==> config.mk <==
export PLATFORM = sky130hd
export DESIGN_NAME = run_pattern_gen
export DESIGN_NICKNAME = d
export VERILOG_FILES = /design/src/rtl/run_pattern_gen.sv
export SDC_FILE = /design/constraint.sdc
export NUM_CORES = 1
export LEC_CHECK = 0
export BUFFER_PORTS_ARGS = -buffer_cell sky130_fd_sc_hd__buf_2
export CAP_MARGIN = 20
export CELL_PAD_IN_SITES_DETAIL_PLACEMENT = 1
export CELL_PAD_IN_SITES_GLOBAL_PLACEMENT = 2
export CORE_MARGIN = 8
export CORE_UTILIZATION = 31
export CTS_CLUSTER_SIZE = 8
export DETAILED_ROUTE_END_ITERATION = 8
export GPL_TIMING_DRIVEN = 0
export HOLD_SLACK_MARGIN = 0.1
export PLACE_DENSITY = 0.8
export SYNTH_ARGS = -nofsm -noshare
export SYNTH_HDL_FRONTEND = slang
export SYNTH_SLANG_ARGS = --single-unit
==> constraint.sdc <==
create_clock -name clk -period 2.3 [get_ports clk]
set_clock_uncertainty 0.05 [all_clocks]
set_input_delay 0.23 -clock clk [delete_from_list [all_inputs] [get_ports clk]]
set_output_delay 0.23 -clock clk [all_outputs]
set_load 0.005 [all_outputs]
==> src/rtl/run_pattern_gen.sv <==
// Purpose : serial stimulus generator emitting alternating zero-runs and one-runs on w.
// Latency : outputs are registered; the first pattern cycle appears one cycle after start is accepted.
// Backpressure: none; start is honoured only in IDLE and is dropped (not queued) otherwise.
//
// Ports:
//   clk        rising-edge system clock
//   reset      asynchronous active-low reset
//   start      one-cycle request, accepted only in IDLE
//   zeros_len  zero-run length in cycles (latched on accept)
//   ones_len   one-run length in cycles (latched on accept)
//   reps       number of zero+one periods (latched on accept, 0 behaves as 1)
//   loop       (PATTERN_LOOP_EN only) restart instead of finishing at a final period end
//   w          serial output stream
//   busy       high while emitting zeros or ones
//   done       one-cycle completion pulse
//   rep_cnt    periods completed in the current operation (saturating)
//   state      FSM state: 0 IDLE, 1 ZEROS, 2 ONES, 3 DONE
//
// Build option: define PATTERN_LOOP_EN to add the loop input.

module run_pattern_gen #(
  parameter int CNT_W = 4,
  parameter int REP_W = 3
) (
  input  logic             clk,
  input  logic             reset,
  input  logic             start,
  input  logic [CNT_W-1:0] zeros_len,
  input  logic [CNT_W-1:0] ones_len,
  input  logic [REP_W-1:0] reps,
`ifdef PATTERN_LOOP_EN
  input  logic             loop,
`endif
  output logic             w,
  output logic             busy,
  output logic             done,
  output logic [REP_W-1:0] rep_cnt,
  output logic [2:0]       state
);

  typedef enum logic [2:0] {
    IDLE  = 3'd0,
    ZEROS = 3'd1,
    ONES  = 3'd2,
    DONE  = 3'd3
  } state_t;

  state_t             r_state, w_nxt_state;
  logic [CNT_W-1:0]   r_zlen, w_nxt_zlen;
  logic [CNT_W-1:0]   r_olen, w_nxt_olen;
  logic [REP_W-1:0]   r_reps, w_nxt_reps;
  logic [CNT_W-1:0]   r_run, w_nxt_run;
  logic [REP_W-1:0]   r_rep, w_nxt_rep;
  logic               r_w, r_busy, r_done;

  logic               w_period_end;
  logic               w_loop;
  logic [REP_W:0]     w_rep_p1;
  logic               w_more_reps;
  logic [REP_W-1:0]   w_rep_inc;

`ifdef PATTERN_LOOP_EN
  assign w_loop = loop;
`else
  assign w_loop = 1'b0;
`endif

  // Compare one bit wider so rep_cnt+1 never wraps before the comparison.
  assign w_rep_p1    = {1'b0, r_rep} + {{REP_W{1'b0}}, 1'b1};
  assign w_more_reps = (w_rep_p1 < {1'b0, r_reps});
  assign w_rep_inc   = (&r_rep) ? r_rep : w_rep_p1[REP_W-1:0];

  always_comb begin
    w_nxt_state  = r_state;
    w_nxt_zlen   = r_zlen;
    w_nxt_olen   = r_olen;
    w_nxt_reps   = r_reps;
    w_nxt_run    = r_run;
    w_nxt_rep    = r_rep;
    w_period_end = 1'b0;

    case (r_state)
      IDLE: begin
        if (start) begin
          w_nxt_zlen = zeros_len;
          w_nxt_olen = ones_len;
          w_nxt_reps = (reps == '0) ? REP_W'(1) : reps;
          w_nxt_rep  = '0;
          if (zeros_len != '0) begin
            w_nxt_state = ZEROS;
            w_nxt_run   = zeros_len;
          end else if (ones_len != '0) begin
            w_nxt_state = ONES;
            w_nxt_run   = ones_len;
          end else begin
            w_nxt_state = DONE;
          end
        end
      end
      ZEROS: begin
        // Run counter holds the cycles remaining including the current one.
        if (r_run > CNT_W'(1)) begin
          w_nxt_run = r_run - CNT_W'(1);
        end else if (r_olen != '0) begin
          w_nxt_state = ONES;
          w_nxt_run   = r_olen;
        end else begin
          w_period_end = 1'b1;
        end
      end
      ONES: begin
        if (r_run > CNT_W'(1)) begin
          w_nxt_run = r_run - CNT_W'(1);
        end else begin
          w_period_end = 1'b1;
        end
      end
      DONE:    w_nxt_state = IDLE;
      default: w_nxt_state = IDLE;
    endcase

    // A period end can only be reached with at least one nonzero length,
    // so restarting always lands in a phase that emits something.
    if (w_period_end) begin
      if (w_more_reps || w_loop) begin
        w_nxt_rep = w_more_reps ? w_rep_inc : '0;
        if (r_zlen != '0) begin
          w_nxt_state = ZEROS;
          w_nxt_run   = r_zlen;
        end else begin
          w_nxt_state = ONES;
          w_nxt_run   = r_olen;
        end
      end else begin
        w_nxt_rep   = w_rep_inc;
        w_nxt_state = DONE;
      end
    end
  end

  always_ff @(posedge clk or negedge reset) begin
    if (!reset) begin
      r_state <= IDLE;
      r_zlen  <= '0;
      r_olen  <= '0;
      r_reps  <= '0;
      r_run   <= '0;
      r_rep   <= '0;
      r_w     <= 1'b0;
      r_busy  <= 1'b0;
      r_done  <= 1'b0;
    end else begin
      r_state <= w_nxt_state;
      r_zlen  <= w_nxt_zlen;
      r_olen  <= w_nxt_olen;
      r_reps  <= w_nxt_reps;
      r_run   <= w_nxt_run;
      r_rep   <= w_nxt_rep;
      // Output flops are loaded from the next-state decode so they switch
      // cleanly alongside the state register.
      r_w     <= (w_nxt_state == ONES);
      r_busy  <= (w_nxt_state == ZEROS) || (w_nxt_state == ONES);
      r_done  <= (w_nxt_state == DONE);
    end
  end

  assign w       = r_w;
  assign busy    = r_busy;
  assign done    = r_done;
  assign rep_cnt = r_rep;
  assign state   = r_state;

endmodule

==> run metrics, run 1 <==
slew margin rel. 0.311; r2r worst-path depth 6; drt wl/cell 18.2 µm; Slew Limit Fails 0; Max VDD drop 0.000379 V; top cell type's share of synthesized area 0.420; Die W 84.0 µm; Synth area leaders dfrtp_1 42%, mux2_1 6.3%, ha_1 5.2%; Power Internal 0.00107 W; Layout area overhead 22.9%; Seq pwr share 0.404; Tmin final 2.21 ns; Post-synth EDFFs 0; DR vias/cell 5.59; final net count 199; flops & latches, synth 24; first-pass GRT wire length 7180 µm; Main synth FF type dfrtp_1; gr busiest metal met2; Clock Latency Late Sink 0.27 ns; FMAX 453 MHz; Post-Synthesis Cells 146; final hold vios 0; Detailed Place HPWL 3100 µm; number of placed cells counting well taps 220; Sw Pwr 0.000740 W; status finished, final reports clean; Crit Path Max Fanout 8; Setup crit end busy; initial DRC count 103; Sw Share 0.409; Ys Warns 0; area leader, netlist dfrtp_1; Routed WL 4180 µm; initial antenna violation count 0; Worst setup SP type flip-flop; Worst-Margin Slew 1.02 ns; GR Util met3 0.0186; syn_area_per_cell 9.80 µm²; Clock transition at path regs 0.09 ns; CTS buffer count 3; FF-to-FF End busy; die height 84.0 µm; Critical Path Source state[2]; final setup fails 0; CTS max path bufs 2; maxcap violations 0; initial core utilization 0.324; post-route ant nets 0; Clock power frac 0.162; core footprint 4410 µm²; reg2reg setup slack 0.09 ns; Tot GR Track Use 0.122; First-pass DRT Iterations 4; CTS tree built; H-tree depth 1; # IOs 23; Core Util, Final 0.399; Vias 1286; post-synthesis cell type count 47; CTS root buffer clkbuf_8; register area share after synthesis 0.420; drt drc 0; FFs w/ async S/R, synth 1.00; FF-to-FF Start state[2]; grt met1 use 0.145; die footprint 7050 µm²; Slowest cell on crit path nor3b_1; syn nets 166; combinational power share 0.433; most numerous cell in the Yosys netlist dfrtp_1; M2 GR Usage 0.214; vias in the first global route 1427; Tot Pwr 0.00181 W; grt total ovfl 0; CP Capture Type flip-flop; Data arrival, critical path 2.32 ns; CTS Sinks 24; largest net degree at the start of global routing 25; fraction of layout cells with a size suffix above 1 0.258; CP Cell Sequence nor3b_1, a22oi_1, and4b_1, buf_6, a21oi_2, mux2_4; Post-synth top cells 24 x dfrtp_1, 11 x nand2_1, 10 x a21oi_1, 10 x nor2_1, 8 x mux2_1; final worst-path cycle share 0.960; # port buffers 22; Std-Cell Rows 24; setup TNS 0 ns; fin cells 230; routability congestion estimate 0.879; Antenna Cells 0; CP max stage delay 0.50 ns; Power Dens Cells 1030 nW/µm²; leakage power 0.789 nW; CP Data Required Time 2.41 ns; Tightest Hold Check Type in -> reg; Crit Path Category reg -> reg; Netlist Area Pre-Place 1430 µm²
## cell usage in the layout, fill, tap and decap left out, drive strengths merged, types with 2 or more instances in the layout
cell | synthesis | final
buf | 4 | 31
dfrtp | 24 | 24
nand2 | 11 | 11
a21oi | 11 | 11
mux2 | 11 | 11
nor2 | 10 | 10
nor4 | 8 | 8
inv | 7 | 7
clkbuf | 3 | 7
ha | 6 | 6
o21ai | 5 | 5
a22oi | 4 | 4
nor3 | 4 | 4
o31ai | 3 | 3
a31oi | 2 | 2
or2 | 2 | 2
nand2b | 2 | 2
o41ai | 2 | 2
nor2b | 2 | 2
mux2i | 2 | 2
a311oi | 2 | 2
a21o | 2 | 2
## routing by layer
| layer | share of wire | routed length (µm) |
|---|---|---|
| met1 | 0.43 | 1800 |
| met2 | 0.53 | 2220 |
| met5 | 0 | 0 |
| met3 | 0.032 | 132 |
| met4 | 0.0067 | 28 |
## stage by stage
step / area (µm²) / setup WS, ns / hold slack (ns)
after floorplan: 1430 / 0.173 / -0.116
after global placement: 1610 / -0.126 / 0.188
after detailed placement: 1610 / -0.0949 / 0.202
after CTS: 1690 / 0.0111 / 0.137
after global routing: 1760 / -0.00322 / 0.144
final: 1760 / 0.0918 / 0.141
## area by class of cell
class / instances / area [µm²]
timing repair buffer: 28 / 158
fill: 500 / 2660
clock buffer: 4 / 55.1
multi-input combinational: 108 / 816
buffer: 7 / 38.8
tap: 52 / 65.1
inverter: 7 / 26.3
sequential: 24 / 601
## critical path: cells and delay by family, from the launching register on
family          cells  cell delay (ns)
buf+inv             1             0.15
mux                 1             0.31
simple gates        2             0.83
compound gates      2             0.33
flops               1             0.43
## state kept, by name (all words and copies together) (netlist names)
| signal | flops |
|---|---|
| r_olen | 4 |
| r_run | 4 |
| r_reps | 3 |
| rep_cnt | 3 |
| busy | 1 |
| w | 1 |
| state | 3 |
| done | 1 |
| r_zlen | 4 |
## power groups by stage
stage / Sequential, W / Combinational (W) / Clock [W]
6_report: 0.000730 / 0.000783 / 0.000294
5_1_grt: 0.000749 / 0.000873 / 0.000329
4_1_cts: 0.000713 / 0.000752 / 0.000302
3_5_place_dp: 0.000724 / 0.000723 / 0
3_3_place_gp: 0.000717 / 0.000703 / 0
2_1_floorplan: 0.000681 / 0.000520 / 0
## worst min-delay path by stage
stage,start,end,slack (ns),cells past startpoint
6_report,reps[2],r_reps[2],0.14,2
5_1_grt,reps[2],r_reps[2],0.14,2
4_1_cts,reps[2],r_reps[2],0.14,2
3_5_place_dp,reset,r_zlen[0],0.20,1
3_3_place_gp,reset,r_zlen[0],0.19,1
2_1_floorplan,reset,busy,-0.12,0
## logic make-up after synthesis
group	after synthesis	synth area share
DFF	24	0.420
adders and majority gates	6	0.0524
xor gates and xnor gates	1	0.00612
AOI/OAI and AO/OA	40	0.199
other	1	0.00262
and+or+nand+nor	47	0.177
buffers and inverters	14	0.0420
muxes	13	0.101
## timing repair
item | CTS | global route
hold buffers | 1 | 0
endpoints found under the hold margin | 24 | 0
resized for setup | 2 | 8
pin swaps | 0 | 1
setup buffers | 1 | 4
endpoints found under the setup margin | 2 | 9
No activity file was read; power rests on OpenSTA's default activity.
==> run 2, diff against run 1 <==
--- a/config.mk
+++ b/config.mk
@@ -10,12 +10,12 @@
 export CELL_PAD_IN_SITES_DETAIL_PLACEMENT = 1
 export CELL_PAD_IN_SITES_GLOBAL_PLACEMENT = 2
 export CORE_MARGIN = 8
-export CORE_UTILIZATION = 31
+export CORE_UTILIZATION = 35
 export CTS_CLUSTER_SIZE = 8
 export DETAILED_ROUTE_END_ITERATION = 8
 export GPL_TIMING_DRIVEN = 0
 export HOLD_SLACK_MARGIN = 0.1
-export PLACE_DENSITY = 0.8
+export PLACE_DENSITY = 0.85
 export SYNTH_ARGS = -nofsm -noshare
 export SYNTH_HDL_FRONTEND = slang
 export SYNTH_SLANG_ARGS = --single-unit
==> constraint.sdc (replaced) <==
create_clock -name clk -period 2.34 [get_ports clk]
set_clock_uncertainty 0.05 [all_clocks]
set_input_delay 0.234 -clock clk [delete_from_list [all_inputs] [get_ports clk]]
set_output_delay 0.234 -clock clk [all_outputs]
set_load 0.005 [all_outputs]
==> run metrics, run 2 (synthesized netlist as in run 1, its figures left out) <==
setup TNS 0 ns (unchanged); CP Capture Type flip-flop; CTS Sinks 24 (unchanged); core footprint 3970 µm² (-10%); drt wl/cell 17.0 µm (-6.5%); hold path depth 2 (unchanged); Crit Path Max Fanout 10 (+2); Die W 80.0 µm (-4.8%); maxcap violations 0 (unchanged); FMAX 451 MHz (-0.31%); final net count 195 (-2.0%); leakage power 0.766 nW (-2.9%); H-tree depth 1 (unchanged); CTS tree built; final setup fails 0 (unchanged); Clock transition at path regs 0.09 ns (about the same); First-pass DRT Iterations 4 (unchanged); GR Util met3 0.0191 (+0.000589); grt met1 use 0.158 (+0.0137); Vias 1260 (-2.0%); # IOs 23 (unchanged); grt total ovfl 0 (unchanged); Sw Share 0.388 (-0.0214); drt drc 0 (unchanged); number of placed cells counting well taps 218 (-0.91%); CTS max path bufs 2 (unchanged); CP Data Required Time 2.45 ns (+0.04 ns); slew margin rel. 0.529 (+0.219); final worst-path cycle share 0.947 (-0.0135); status finished, final reports clean; initial antenna violation count 0 (unchanged); Power Internal 0.00111 W (+3.6%); die footprint 6390 µm² (-9.3%); Tmin final 2.21 ns (+0.00680 ns); first-pass GRT wire length 6490 µm (-9.6%); fin cells 224 (-2.6%); Detailed Place HPWL 2970 µm (-4.2%); Tightest Hold Check Type in -> reg; Max VDD drop 0.000418 V (+10%); vias in the first global route 1317 (-7.7%); die height 80.0 µm (-4.8%); Clock Latency Late Sink 0.27 ns (about the same); Seq pwr share 0.392 (-0.012); combinational power share 0.406 (-0.027); finished layout cell area 1720 µm² (-2.5%); DR vias/cell 5.63 (+0.60%); # port buffers 22 (unchanged); initial core utilization 0.360 (+0.0362); Routed WL 3810 µm (-8.9%); M2 GR Usage 0.213 (-0.00142); r2r worst-path depth 8 (+2); Data arrival, critical path 2.33 ns (about the same); leading cell type in the layout, fill and taps excluded buf_2; pre-CTS WS -0.100 ns (-0.00548 ns); final hold vios 0 (unchanged); Worst setup SP type flip-flop; fraction of layout cells with a size suffix above 1 0.236 (-0.0228); initial DRC count 28 (-73%); routability congestion estimate 0.851 (-3.2%); Layout area overhead 19.8%; Std-Cell Rows 23 (-4.2%); Crit Path Category reg -> reg; Top Registers r_olen (4), r_run (4), r_zlen (4); largest net degree at the start of global routing 25 (unchanged); Slew Limit Fails 0 (unchanged); Worst-Margin Slew 0.700 ns (-0.325 ns); CTS root buffer clkbuf_8; gr busiest metal met2; Clock power frac 0.202 (+0.040); CTS buffer count 3 (unchanged); Power Dens Cells 1050 nW/µm² (+2.6%); most frequent cells in the layout 25 x buf_2, 23 x dfrtp_1, 11 x nand2_1; final setup margin 0.125 ns (+0.0332 ns); Sw Pwr 0.000701 W (-5.2%); Antenna Cells 0 (unchanged); post-route ant nets 0 (unchanged); Tot GR Track Use 0.127 (+0.00564); Placed Instance Area 1600 µm² (-0.16%)
## run 2: stage by stage
step | hold slack (ns) | total power (W) | util
2_1_floorplan | -0.112 | 0.00118 | -
3_3_place_gp | 0.189 | 0.00139 | 0.404
3_5_place_dp | 0.200 | 0.00142 | 0.404
4_1_cts | 0.137 | 0.00180 | 0.426
5_1_grt | 0.139 | 0.00194 | 0.432
6_report | 0.140 | 0.00181 | 0.432
## run 2: layout make-up
class | count | area, µm²
Clock inverter | 1 | 30.0
Tap cell | 50 | 62.6
Multi-Input combinational cell | 108 | 791
Buffer | 7 | 37.5
Clock buffer | 3 | 41.3
Fill cell | 483 | 2260
Sequential cell | 24 | 602
Inverter | 7 | 26.3
Timing Repair Buffer | 24 | 125
## run 2: critical path: stages, from the launching register on
cell and delay [ns]:
dfrtp_2 0.45, ha_1 0.32, ha_1 0.27, a21boi_0 0.12, o21ai_0 0.16, and4b_1 0.24, buf_6 0.16, a21oi_2 0.08
mux2_2 0.26
## run 2: per-layer routing
| metal | wire [µm] | share of wire | vias up |
|---|---|---|---|
| li1 | - | - | 599 |
| met1 | 1660 | 0.44 | 628 |
| met2 | 1950 | 0.51 | 27 |
| met3 | 137 | 0.036 | 6 |
| met4 | 60 | 0.016 | 0 |
| met5 | 0 | 0 | - |
## run 2: worst paths after layout
| check | slack, ns | startpoint | endpoint |
|---|---|---|---|
| max in group asynchronous | 1.43 | reset | rep_cnt[0] |
| worst max register to register | 0.13 | rep_cnt[0] | busy |
| worst min-delay path | 0.14 | reps[2] | r_reps[2] |
| min in group asynchronous | 0.42 | reset | r_reps[1] |
| worst max-delay path | 0.13 | rep_cnt[0] | busy |
| worst min register to register | 0.44 | r_reps[0] | r_reps[0] |
## run 2: timing repair
action / 4_1_cts / 5_1_grt
buffers inserted: 0 / 0
hold buffers: 1 / 0
gates resized for setup: 1 / 4
hold endpoints to repair: 24 / 0
endpoints found under the setup margin: 1 / 3
gates cloned: 0 / 0
## run 2: power by group through the flow
stage / Combinational (W) / Clock, W / Sequential (W)
after global routing: 0.000823 / 0.000392 / 0.000728
after detailed placement: 0.000711 / 0 / 0.000713
after floorplan: 0.000511 / 0 / 0.000670
after global placement: 0.000684 / 0 / 0.000704
after CTS: 0.000724 / 0.000372 / 0.000708
final: 0.000733 / 0.000365 / 0.000709
